<file path="src/rtl/wb_scr1_arb_pkg.sv">
// Shared types and constants for the SCR1 instruction/data Wishbone arbiter.
package wb_scr1_arb_pkg;

    typedef enum logic [1:0] {
        ARB_IDLE  = 2'd0,
        ARB_OWN_I = 2'd1,
        ARB_OWN_D = 2'd2
    } arb_state_e;

    localparam logic [1:0]  GNT_NONE = 2'b00;
    localparam logic [1:0]  GNT_I    = 2'b01;
    localparam logic [1:0]  GNT_D    = 2'b10;

    localparam logic [31:0] ARB_TIMEOUT_DATA = 32'hDEAD_BEEF;

endpackage

</file>
<file path="src/rtl/wb_scr1_arb_watchdog.sv">
// Stall watchdog for the arbiter: counts owner STB cycles without ACK and
// raises a one-cycle fire pulse plus a sticky timeout flag.
module wb_scr1_arb_watchdog #(
    parameter logic [7:0] LIMIT = 8'd255
) (
    input  logic i_clk,
    input  logic i_rst,
    input  logic i_clr,
    input  logic i_stall,
    output logic o_fire,
    output logic o_timeout
);

    logic [7:0] r_cnt;
    logic       r_flag;

    assign o_fire    = (r_cnt == LIMIT);
    assign o_timeout = r_flag;

    always_ff @(posedge i_clk) begin
        if (i_rst) begin
            r_cnt  <= '0;
            r_flag <= 1'b0;
        end else begin
            if (o_fire) begin
                r_flag <= 1'b1;
            end
            // The fire cycle itself counts as the ack that ends the wait.
            if (i_clr || o_fire) begin
                r_cnt <= '0;
            end else if (i_stall) begin
                r_cnt <= r_cnt + 8'd1;
            end
        end
    end

endmodule

</file>
<file path="src/rtl/wb_scr1_bus_arbiter.sv">
// Shares one Wishbone master port between the SCR1 instruction and data masters.
// Optional stall watchdog enabled by defining WB_SCR1_ARB_TIMEOUT_EN.
module wb_scr1_bus_arbiter
    import wb_scr1_arb_pkg::*;
#(
    parameter int FIXED_PRIO  = 0,
    parameter int TIMEOUT_CYC = 255
) (
    input  logic        wb_clk_i,
    input  logic        wb_rst_i,

    input  logic [31:0] wbs_instr_adr_i,
    input  logic [31:0] wbs_instr_dat_i,
    input  logic        wbs_instr_we_i,
    input  logic [3:0]  wbs_instr_sel_i,
    input  logic        wbs_instr_stb_i,
    input  logic        wbs_instr_cyc_i,
    output logic        wbs_instr_ack_o,
    output logic [31:0] wbs_instr_dat_o,

    input  logic [31:0] wbs_data_adr_i,
    input  logic [31:0] wbs_data_dat_i,
    input  logic        wbs_data_we_i,
    input  logic [3:0]  wbs_data_sel_i,
    input  logic        wbs_data_stb_i,
    input  logic        wbs_data_cyc_i,
    output logic        wbs_data_ack_o,
    output logic [31:0] wbs_data_dat_o,

    output logic [31:0] wbm_adr_o,
    output logic [31:0] wbm_dat_o,
    output logic        wbm_we_o,
    output logic [3:0]  wbm_sel_o,
    output logic        wbm_stb_o,
    output logic        wbm_cyc_o,
    input  logic [31:0] wbm_dat_i,
    input  logic        wbm_ack_i,

    output logic [1:0]  grant_o,
    output logic        timeout_o
);

    arb_state_e r_state;
    arb_state_e w_next_state;
    logic       r_last_d;
    logic       w_win_d;
    logic       w_fire;

    always_ff @(posedge wb_clk_i) begin
        if (wb_rst_i) begin
            r_state  <= ARB_IDLE;
            r_last_d <= 1'b1;
        end else begin
            r_state <= w_next_state;
            if (w_next_state == ARB_OWN_I) begin
                r_last_d <= 1'b0;
            end else if (w_next_state == ARB_OWN_D) begin
                r_last_d <= 1'b1;
            end
        end
    end

    // A releasing owner has cyc=0, so only the other master can win the handoff.
    always_comb begin
        w_next_state = r_state;
        w_win_d      = (FIXED_PRIO != 0) || !r_last_d;
        case (r_state)
            ARB_IDLE: begin
                if (wbs_instr_cyc_i && wbs_data_cyc_i) begin
                    w_next_state = w_win_d ? ARB_OWN_D : ARB_OWN_I;
                end else if (wbs_instr_cyc_i) begin
                    w_next_state = ARB_OWN_I;
                end else if (wbs_data_cyc_i) begin
                    w_next_state = ARB_OWN_D;
                end
            end
            ARB_OWN_I: begin
                if (!wbs_instr_cyc_i) begin
                    w_next_state = wbs_data_cyc_i ? ARB_OWN_D : ARB_IDLE;
                end
            end
            ARB_OWN_D: begin
                if (!wbs_data_cyc_i) begin
                    w_next_state = wbs_instr_cyc_i ? ARB_OWN_I : ARB_IDLE;
                end
            end
            default: w_next_state = ARB_IDLE;
        endcase
    end

    always_comb begin
        wbm_adr_o       = '0;
        wbm_dat_o       = '0;
        wbm_we_o        = 1'b0;
        wbm_sel_o       = '0;
        wbm_stb_o       = 1'b0;
        wbm_cyc_o       = 1'b0;
        wbs_instr_ack_o = 1'b0;
        wbs_instr_dat_o = '0;
        wbs_data_ack_o  = 1'b0;
        wbs_data_dat_o  = '0;
        grant_o         = GNT_NONE;
        case (r_state)
            ARB_OWN_I: begin
                wbm_adr_o       = wbs_instr_adr_i;
                wbm_dat_o       = wbs_instr_dat_i;
                wbm_we_o        = wbs_instr_we_i;
                wbm_sel_o       = wbs_instr_sel_i;
                wbm_stb_o       = wbs_instr_stb_i && !w_fire;
                wbm_cyc_o       = wbs_instr_cyc_i && !w_fire;
                wbs_instr_ack_o = wbm_ack_i || w_fire;
                wbs_instr_dat_o = w_fire ? ARB_TIMEOUT_DATA : wbm_dat_i;
                grant_o         = GNT_I;
            end
            ARB_OWN_D: begin
                wbm_adr_o      = wbs_data_adr_i;
                wbm_dat_o      = wbs_data_dat_i;
                wbm_we_o       = wbs_data_we_i;
                wbm_sel_o      = wbs_data_sel_i;
                wbm_stb_o      = wbs_data_stb_i && !w_fire;
                wbm_cyc_o      = wbs_data_cyc_i && !w_fire;
                wbs_data_ack_o = wbm_ack_i || w_fire;
                wbs_data_dat_o = w_fire ? ARB_TIMEOUT_DATA : wbm_dat_i;
                grant_o        = GNT_D;
            end
            default: ;
        endcase
    end

`ifdef WB_SCR1_ARB_TIMEOUT_EN
    logic w_own;
    logic w_clr;
    logic w_stall;
    logic w_wd_fire;

    assign w_own   = (r_state != ARB_IDLE);
    assign w_clr   = (w_next_state != r_state) || wbm_ack_i;
    assign w_stall = w_own && wbm_stb_o && !wbm_ack_i;

    wb_scr1_arb_watchdog #(
        .LIMIT(8'(TIMEOUT_CYC))
    ) u_watchdog (
        .i_clk     (wb_clk_i),
        .i_rst     (wb_rst_i),
        .i_clr     (w_clr),
        .i_stall   (w_stall),
        .o_fire    (w_wd_fire),
        .o_timeout (timeout_o)
    );

    assign w_fire = w_own && w_wd_fire;
`else
    assign w_fire    = 1'b0;
    assign timeout_o = 1'b0;
`endif

endmodule

</file>
<file path="config.mk">
export PLATFORM = sky130hd
export DESIGN_NAME = wb_scr1_bus_arbiter
export DESIGN_NICKNAME = d
export VERILOG_FILES = /design/src/rtl/wb_scr1_arb_pkg.sv /design/src/rtl/wb_scr1_arb_watchdog.sv /design/src/rtl/wb_scr1_bus_arbiter.sv
export SDC_FILE = /design/constraint.sdc
export NUM_CORES = 1
export LEC_CHECK = 0
export ABC_AREA = 1
export BUFFER_PORTS_ARGS = -buffer_cell sky130_fd_sc_hd__buf_4
export CORE_AREA = 2 2 123 125
export DETAILED_ROUTE_END_ITERATION = 8
export DIE_AREA = 0 0 125 127
export PLACE_DENSITY_LB_ADDON = 0.25
export SETUP_SLACK_MARGIN = 0.4
export SLEW_MARGIN = 30
export SYNTH_ARGS = -nofsm -noshare
export SYNTH_HDL_FRONTEND = slang
export SYNTH_SLANG_ARGS = --single-unit
</file>
<file path="constraint.sdc">
create_clock -name wb_clk_i -period 2.1 [get_ports wb_clk_i]
set_input_delay 0.315 -clock wb_clk_i [delete_from_list [all_inputs] [get_ports wb_clk_i]]
set_output_delay 0.315 -clock wb_clk_i [all_outputs]
set_load 0.05 [all_outputs]
</file>
==> metrics, run 1 <==
hold endpoint=r_state[0]$_SDFF_PP0_; yosys warns=0; Pwr Total=4.29 mW; #FFs+latches synth=3; Hold Crit Class=in2reg; HP Start=wb_rst_i; Hold Worst Slack=0.262 ns; number of diodes=0; Overflow after GRT=0; Core Box Area=0.0144 mm²; Setup crit start=r_state[1]$_SDFF_PP0_; PortBufs=315; H-tree level count=1; final hold vios=0; final worst slack=0.133 ns; Synth cell types=19; largest net degree at the start of global routing=27; CTS Root Cell=clkbuf_16; Clock Latency Late Sink=0.23 ns; reg2reg end=r_last_d$_SDFFE_PP1P_; sequential cell area=67.6 µm²; Synth Cell Area=0.00193 mm²; clk buf depth=2; TritonCTS Buffers=3; area grow syn2layout=301%; Leakage Power=3.46 nW; FMAX=508 MHz; All-Layer GR Usage=0.158; number of fill cells=1325; CP required=1.78 ns; Worst R2R Start=r_state[0]$_SDFF_PP0_; outcome=complete, no violations; final setup fails=0; # clock sinks=3; Min Clock Period, post-route=1.97 ns; Slew Viols, Final=0; Non-Filler Instances=957; crit start category=register; hold path cells=2; post-synthesis sequential area ratio=0.0311; CTS hold repair buffers=0; die span in x=125 µm; CP Max Fanout=7; number of max-cap violations=0; worst path arrival time=1.65 ns; First-pass DRT Iterations=4; commonest non-fill, non-tap cell in the layout=buf_4; WL per Instance=16.4 µm; fin nets=957; Tcrit/Tclk final=0.937; CP Capture Type=primary output; Worst R2R Setup Slack=0.25 ns; dpl ws=0.225 ns; placed cells=896; RSZ-0062 raised after global routing=yes; Synthesized Nets=600; Cells after Synth=417; share of cells above drive strength 1=0.841; drc violations=0; total wire length=15700 µm; fin area=0.00774 mm²; peak supply drop=275 µV; first-pass GRT wire length=20500 µm; Placed Area=0.00546 mm²; reg2reg path depth=12; CTS tree=done; multi-input logic area=0.00269 mm²; Die Span Y=127 µm; number of routed nets with antenna violations=0; vias in the first global route=3895; most frequent cells in the layout=buf_4 (199), buf_6 (105), nand2_1 (94); Setup Skew=0.00245 ns; hpwl dp=9080 µm; cell area power density=555 mW/mm²; Cell Rows=44; Mean Syn Cell Area=4.63 µm²; initial core utilization=0.134; Setup TNS=0 ns; antenna violations before repair=0; die area=0.0159 mm²; vias per cell=4.23; IO Pins=317; GP Congestion=0.775; Core Util, Final=0.537; Worst-path clk slew=0.03 ns; number of DRC markers in iteration 0=67; Vias=4046; critical path class=reg2out
-- where the power goes --
| group | leakage, nW | switching (mW) | internal, mW |
|---|---|---|---|
| Clock | 0.0382 | 0.0555 | 0.251 |
| Combinational | 3.39 | 2.15 | 1.75 |
| Sequential | 0.0261 | 0.0137 | 0.0724 |
| Total | 3.46 | 2.22 | 2.07 |
-- flip-flops by register name, summed over array words and instances, names as in the netlist --
name	flops
r_last_d	1
r_state	2
-- what timing repair did --
action,CTS,global route
pin swaps,6,15
endpoints found under the hold margin,0,0
gates cloned,11,14
buffers inserted,21,11
resized for setup,181,212
setup endpoints to repair,138,139
-- area by class of cell --
type	instances	share of cell area
repair buffers	384	0.550
multi-input cells	309	0.348
inverters	73	0.0530
well taps	184	0.0297
clock buffers	4	0.0102
flip-flops and latches	3	0.00873
-- worst max-delay path: stages (launching register included) --
cell     delay [ns]
dfxtp_4        0.36
inv_6          0.05
ha_4           0.32
inv_16         0.05
buf_16         0.15
buf_16         0.16
a21oi_4        0.14
buf_6          0.18
-- cell usage after synthesis --
cell	count	area, µm²
nand2_1	209	785
inv_1	72	270
a21oi_1	63	315
buf_2	13	65.1
a21oi_2	10	87.6
nand2_2	10	62.6
buf_6	7	78.8
clkbuf_1	6	22.5
ha_1	6	75.1
buf_4	5	37.5
nor2_1	5	18.8
dfxtp_1	3	60.1
nand3_1	2	10.0
buf_8	1	15.0
conb_1	1	3.75
inv_2	1	3.75
nand4_1	1	6.26
o211ai_1	1	7.51
o21ai_0	1	5.00
-- routing by layer --
metal	wire length, µm	share of wire	global-route usage	up-vias
met5	0	0	0	-
li1	-	-	-	1963
met2	8750	0.56	0.315	172
met4	234	0.015	0.0275	0
met1	5750	0.37	0.171	1891
met3	928	0.059	0.0369	20
-- worst max path at each step --
stage,end,slack [ns],cells past startpoint
after detailed placement,wbm_adr_o[5],0.22,6
after CTS,wbm_sel_o[2],0.15,7
final,wbm_sel_o[1],0.13,7
after global routing,wbm_adr_o[7],0.1,7
after floorplan,wbm_adr_o[12],0.35,7
after global placement,wbm_adr_o[7],0.23,6
-- cells by family (layout without fill, tap and decap cells) --
logic type      count (synthesis)  in the layout  synth area share
other cells                     1              1           0.00194
compound gates                 75             75             0.215
buf+inv                       105            461             0.256
fa+ha+maj                       6              6            0.0389
simple gates                  227            227             0.457
flops                           3              3            0.0311
Power figures use the tool's default switching activity.
==> run 2, diff against run 1 <==
--- a/config.mk
+++ b/config.mk
@@ -10,6 +10,7 @@
 export CORE_AREA = 2 2 123 125
 export DETAILED_ROUTE_END_ITERATION = 8
 export DIE_AREA = 0 0 125 127
+export GPL_TIMING_DRIVEN = 0
 export PLACE_DENSITY_LB_ADDON = 0.25
 export SETUP_SLACK_MARGIN = 0.4
 export SLEW_MARGIN = 30
==> run 2 against run 1 <==
Effect of this change: critical path depth rose by 1; non-clock buffer count is 11 lower; cell area fell by 5.4%; sequential share of layout area rose by 0.050 points; combinational power down 13%; worst setup slack improved by 0.0078 ns; clock skew shrank 0.00086 ns; utilization down 2.9 points; first-iteration DRC count decreased by 6.0%; critical endpoint is now wbm_adr_o[11]; largest cell class unchanged.
==> metrics, run 2 (synthesis gave the netlist of run 1 again) <==
outcome=complete, no violations (unchanged); dpl ws=0.116 ns (was 0.225 ns); GP Congestion=0.781 (was 0.775); CTS hold repair buffers=0 (unchanged); crit path cell chain=inv_4, ha_4, buf_12, clkbuf_16, clkbuf_16, nand2_2, a21oi_4, buf_8 (was inv_6, ha_4, inv_16, buf_16, buf_16, a21oi_4, buf_6); reg2reg end=r_last_d$_SDFFE_PP1P_ (unchanged); Min Clock Period, post-route=1.96 ns (was 1.97 ns); fin nets=946 (was 957); clk buf depth=2 (unchanged); critical path class=reg2out (unchanged); Setup Skew=0.00158 ns (was 0.00245 ns); area grow syn2layout=279% (was 301%); hpwl dp=10100 µm (was 9080 µm); antenna violations before repair=0 (unchanged); RSZ-0062 raised after global routing=yes (unchanged); die span in x=125 µm (unchanged); share of cells above drive strength 1=0.752 (was 0.841); FMAX=510 MHz (was 508 MHz); vias in the first global route=3706 (was 3895); Worst-path clk slew=0.03 ns (about the same); number of max-cap violations=0 (unchanged); CTS Root Cell=clkbuf_16 (unchanged); Core Box Area=0.0144 mm² (unchanged); top flop regs=r_state (2), r_last_d (1) (unchanged); WL per Instance=14.8 µm (was 16.4 µm); die area=0.0159 mm² (unchanged); crit start category=register (unchanged); CTS tree=done (unchanged); max FFs per register=2 (unchanged); First-pass DRT Iterations=4 (unchanged); number of routed nets with antenna violations=0 (unchanged); Hold Worst Slack=0.261 ns (was 0.262 ns); fin area=0.00732 mm² (was 0.00774 mm²); Worst R2R Setup Slack=0.22 ns (was 0.25 ns); H-tree level count=1 (unchanged); PortBufs=315 (unchanged); final worst slack=0.140 ns (was 0.133 ns); reg2reg path depth=13 (was 12); most used cell, CP=clkbuf_16 (was buf_16); Buf/Inv on CP=5 (unchanged); Non-Filler Instances=946 (was 957); Core Util, Final=0.508 (was 0.537); number of DRC markers in iteration 0=63 (was 67); final setup fails=0 (unchanged); Clock Latency Late Sink=0.22 ns (was 0.23 ns); Placed Area=0.00550 mm² (was 0.00546 mm²); TritonCTS Buffers=3 (unchanged); largest net degree at the start of global routing=11 (was 27); Worst R2R Start=r_state[1]$_SDFF_PP0_ (was r_state[0]$_SDFF_PP0_); initial core utilization=0.134 (unchanged); Die Span Y=127 µm (unchanged); Slew Viols, Final=0 (unchanged); CP required=1.78 ns (about the same); total wire length=14000 µm (was 15700 µm); Top delay family on crit path=buffers and inverters (unchanged); Hold Crit Class=in2reg (unchanged); placed cells=916 (was 896); Cell Rows=44 (unchanged); most flop-heavy register=r_state (unchanged); critical path's largest stage delay=0.36 ns (about the same); drc violations=0 (unchanged); Tcrit/Tclk final=0.933 (was 0.937); HP Start=wb_rst_i (unchanged); Vias=3904 (was 4046); Setup TNS=0 ns (unchanged); commonest non-fill, non-tap cell in the layout=buf_4 (unchanged); most frequent cells in the layout=buf_4 (201), nand2_1 (136), buf_6 (93) (was buf_4 (199), buf_6 (105), nand2_1 (94)); peak supply drop=354 µV (was 275 µV); hold endpoint=r_state[1]$_SDFF_PP0_ (was r_state[0]$_SDFF_PP0_); slowest CP cell=dfxtp_4 (unchanged); number of diodes=0 (unchanged); CP Capture Type=primary output (unchanged); IO Pins=317 (unchanged); All-Layer GR Usage=0.146 (was 0.158); Overflow after GRT=0 (unchanged); CP Max Fanout=7 (unchanged); Leakage Power=3.35 nW (was 3.46 nW); cell area power density=518 mW/mm² (was 555 mW/mm²); Setup crit start=r_state[0]$_SDFF_PP0_ (was r_state[1]$_SDFF_PP0_); final hold vios=0 (unchanged); worst path arrival time=1.64 ns (was 1.65 ns); first-pass GRT wire length=19100 µm (was 20500 µm); Pwr Total=3.80 mW (was 4.29 mW); hold path cells=2 (unchanged); vias per cell=4.13 (was 4.23); # clock sinks=3 (unchanged)
run 2: cell types whose count changed in the layout (fill, tap and decap cells not counted), sizes merged:
cell	delta
bufbuf	-1
clkbuf	+9
buf	-19
run 2: layout make-up:
type	count	area, µm²
Fill cell	1382	7100
Timing Repair Buffer	341	3450
Multi-Input combinational cell	309	2550
Buffer	32	547
Inverter	73	397
Tap cell	184	230
Clock buffer	4	78.8
Sequential cell	3	67.6
run 2: where the power goes:
part           internal [mW]  total (mW)  switching (mW)  leakage [nW]
clock network          0.251       0.305          0.0538        0.0382
registers             0.0725      0.0907          0.0182        0.0261
logic                   1.44        3.40            1.96          3.29
total                   1.76        3.80            2.03          3.35
run 2: how the worst max path moves through the flow:
stage,to,slack (ns),depth (start not counted)
floorplan,wbm_adr_o[12],0.35,7
detailed placement,wbm_sel_o[1],0.12,6
global route,r_last_d$_SDFFE_PP1P_,0.06,13
CTS,wbm_adr_o[31],0.13,9
global placement,wbm_sel_o[1],0.11,6
finish,wbm_adr_o[11],0.14,8
run 2: worst register-to-register path: cells and delay by family, from the launching register on:
| family | cells | cell delay [ns] |
|---|---|---|
| adders and majority gates | 2 | 0.46 |
| AOI/OAI and AO/OA | 2 | 0.24 |
| and+or+nand+nor | 5 | 0.35 |
| buffers and inverters | 4 | 0.34 |
| DFF | 1 | 0.36 |
run 2: per-layer routing:
layer / up-vias / track usage / wire length (µm)
li1: 1928 / - / -
met3: 10 / 0.0222 / 782
met2: 170 / 0.290 / 7760
met5: - / 0 / 0
met1: 1796 / 0.168 / 5340
met4: 0 / 0.0170 / 89
run 2: repair_timing:
action | CTS | global route
endpoints found under the setup margin | 138 | 138
pin swaps | 4 | 9
resized for setup | 139 | 199
setup buffers | 9 | 3
gates cloned | 2 | 12
==> run 3, diff against run 2 <==
--- a/config.mk
+++ b/config.mk
@@ -7,9 +7,11 @@
 export LEC_CHECK = 0
 export ABC_AREA = 1
 export BUFFER_PORTS_ARGS = -buffer_cell sky130_fd_sc_hd__buf_4
-export CORE_AREA = 2 2 123 125
+export CELL_PAD_IN_SITES_DETAIL_PLACEMENT = 0
+export CELL_PAD_IN_SITES_GLOBAL_PLACEMENT = 2
+export CORE_AREA = 2 2 142 144
 export DETAILED_ROUTE_END_ITERATION = 8
-export DIE_AREA = 0 0 125 127
+export DIE_AREA = 0 0 144 146
 export GPL_TIMING_DRIVEN = 0
 export PLACE_DENSITY_LB_ADDON = 0.25
 export SETUP_SLACK_MARGIN = 0.4
==> run 3 against run 2 <==
Effect of this change: utilization fell by 11 points; sequential power hardly changed; critical path type unchanged; first-iteration DRC count down 6.3%; combinational power rose by 8.2%; routed wire length increased by 13%; non-clock buffer count grew 6; clock power barely moved; sequential share of layout area down 0.055 points; clock skew about the same; clock-buffer cell count did not move; critical endpoint is now wbs_data_dat_o[20]; global-route usage down 2.1 points.
==> metrics, run 3 (synthesis gave the netlist of run 1 again) <==
outcome=complete, no violations (unchanged); sequential cell area=67.6 µm² (unchanged); Pwr Total=4.08 mW (was 3.80 mW); multi-input logic area=0.00270 mm² (was 0.00255 mm²); Min Clock Period, post-route=1.94 ns (was 1.96 ns); vias per cell=3.86 (was 4.13); Clock Latency Late Sink=0.22 ns (about the same); max FFs per register=2 (unchanged); Leakage Power=3.42 nW (was 3.35 nW); CP Capture Type=primary output (unchanged); final hold vios=0 (unchanged); Setup Skew=0.00127 ns (was 0.00158 ns); RSZ-0062 raised after global routing=yes (unchanged); hold path cells=2 (unchanged); top flop regs=r_state (2), r_last_d (1) (unchanged); CP required=1.78 ns (about the same); Hold Crit Class=in2reg (unchanged); Die Span Y=146 µm (was 127 µm); area grow syn2layout=303% (was 279%); largest net degree at the start of global routing=11 (unchanged); number of max-cap violations=0 (unchanged); Setup TNS=0 ns (unchanged); clk buf depth=2 (unchanged); FMAX=516 MHz (was 510 MHz); Hold Worst Slack=0.262 ns (was 0.261 ns); Cell Rows=51 (was 44); CTS hold repair buffers=0 (unchanged); share of cells above drive strength 1=0.834 (was 0.752); total wire length=15800 µm (was 14000 µm); crit start category=register (unchanged); TritonCTS Buffers=3 (unchanged); H-tree level count=1 (unchanged); peak supply drop=293 µV (was 354 µV); fin nets=953 (was 946); CTS tree=done (unchanged); reg2reg path depth=13 (unchanged); Worst-path clk slew=0.03 ns (about the same); vias in the first global route=4002 (was 3706); CTS Root Cell=clkbuf_16 (unchanged); most flop-heavy register=r_state (unchanged); Overflow after GRT=0 (unchanged); number of diodes=0 (unchanged); number of fill cells=1940 (was 1382); initial core utilization=0.0998 (was 0.134); Placed Area=0.00560 mm² (was 0.00550 mm²); first-pass GRT wire length=20800 µm (was 19100 µm); # clock sinks=3 (unchanged); fin area=0.00778 mm² (was 0.00732 mm²); WL per Instance=15.3 µm (was 14.8 µm); hpwl dp=11700 µm (was 10100 µm); GP Congestion=0.772 (was 0.781); die area=0.0210 mm² (was 0.0159 mm²); PortBufs=315 (unchanged); First-pass DRT Iterations=4 (unchanged); Tcrit/Tclk final=0.923 (was 0.933); number of routed nets with antenna violations=0 (unchanged); commonest non-fill, non-tap cell in the layout=buf_4 (unchanged); Core Box Area=0.0193 mm² (was 0.0144 mm²); most frequent cells in the layout=buf_4 (190), buf_6 (99), nand2_1 (92) (was buf_4 (201), nand2_1 (136), buf_6 (93)); Vias=3987 (was 3904); final setup fails=0 (unchanged); number of DRC markers in iteration 0=59 (was 63); IO Pins=317 (unchanged); cell area power density=524 mW/mm² (was 518 mW/mm²); critical path class=reg2out (unchanged); die span in x=144 µm (was 125 µm); CP Max Fanout=6 (was 7); All-Layer GR Usage=0.125 (was 0.146); drc violations=0 (unchanged); antenna violations before repair=0 (unchanged); worst path arrival time=1.62 ns (was 1.64 ns); Slew Viols, Final=0 (unchanged)
==> run 3: cell count changes in the layout (fill, tap and decap cells not counted), sizes merged <==
cell and delta:
clkbuf +3, inv +1, buf +3
==> run 3: through the flow <==
step | setup slack, ns | std cells | utilization
4_1_cts | 0.110 | 1013 | 0.334
5_1_grt | 0.107 | 1034 | 0.403
3_5_place_dp | 0.103 | 997 | 0.290
2_1_floorplan | 0.346 | 417 | -
3_3_place_gp | 0.104 | 997 | 0.290
6_report | 0.163 | 1034 | 0.403
==> run 3: cell type report <==
type | instances | share of cell area
plain buffers | 32 | 0.0733
flip-flops and latches | 3 | 0.00868
inverters | 73 | 0.0513
multi-input cells | 309 | 0.347
repair inverters | 1 | 0.00145
clock buffers | 4 | 0.0101
repair buffers | 347 | 0.466
well taps | 265 | 0.0426
==> run 3: worst max-delay path: stages, from the launching register on <==
cell and delay [ns]:
dfxtp_4 0.38, inv_4 0.05, ha_4 0.17, buf_12 0.14
clkbuf_16 0.17, clkbuf_16 0.17, nand2_2 0.08, clkinvlp_4 0.09
buf_6 0.15
==> run 3: metal layers <==
layer | share of wire | wire (µm) | GRT usage
met1 | 0.34 | 5360 | 0.124
met2 | 0.57 | 9040 | 0.263
met3 | 0.076 | 1200 | 0.0224
met4 | 0.011 | 170 | 0.0186
met5 | 0 | 0 | 0
==> run 3: power breakdown <==
part | internal (mW) | leakage, nW | switching (mW)
Sequential | 0.0725 | 0.0261 | 0.0183
Combinational | 1.60 | 3.36 | 2.09
Clock | 0.251 | 0.0382 | 0.0521
Total | 1.92 | 3.42 | 2.16
==> run 3: worst paths after layout <==
| check | endpoint | slack (ns) | from |
|---|---|---|---|
| max reg2reg | r_last_d$_SDFFE_PP1P_ | 0.24 | r_state[0]$_SDFF_PP0_ |
| max | wbs_data_dat_o[20] | 0.16 | r_state[0]$_SDFF_PP0_ |
| min | r_state[0]$_SDFF_PP0_ | 0.26 | wb_rst_i |
| min reg2reg | r_last_d$_SDFFE_PP1P_ | 0.51 | r_last_d$_SDFFE_PP1P_ |
==> run 3: what timing repair did <==
action | in CTS | in global routing
resized for setup | 155 | 274
setup buffers | 7 | 3
pin swaps | 2 | 36
gates cloned | 5 | 18
endpoints found under the setup margin | 138 | 138
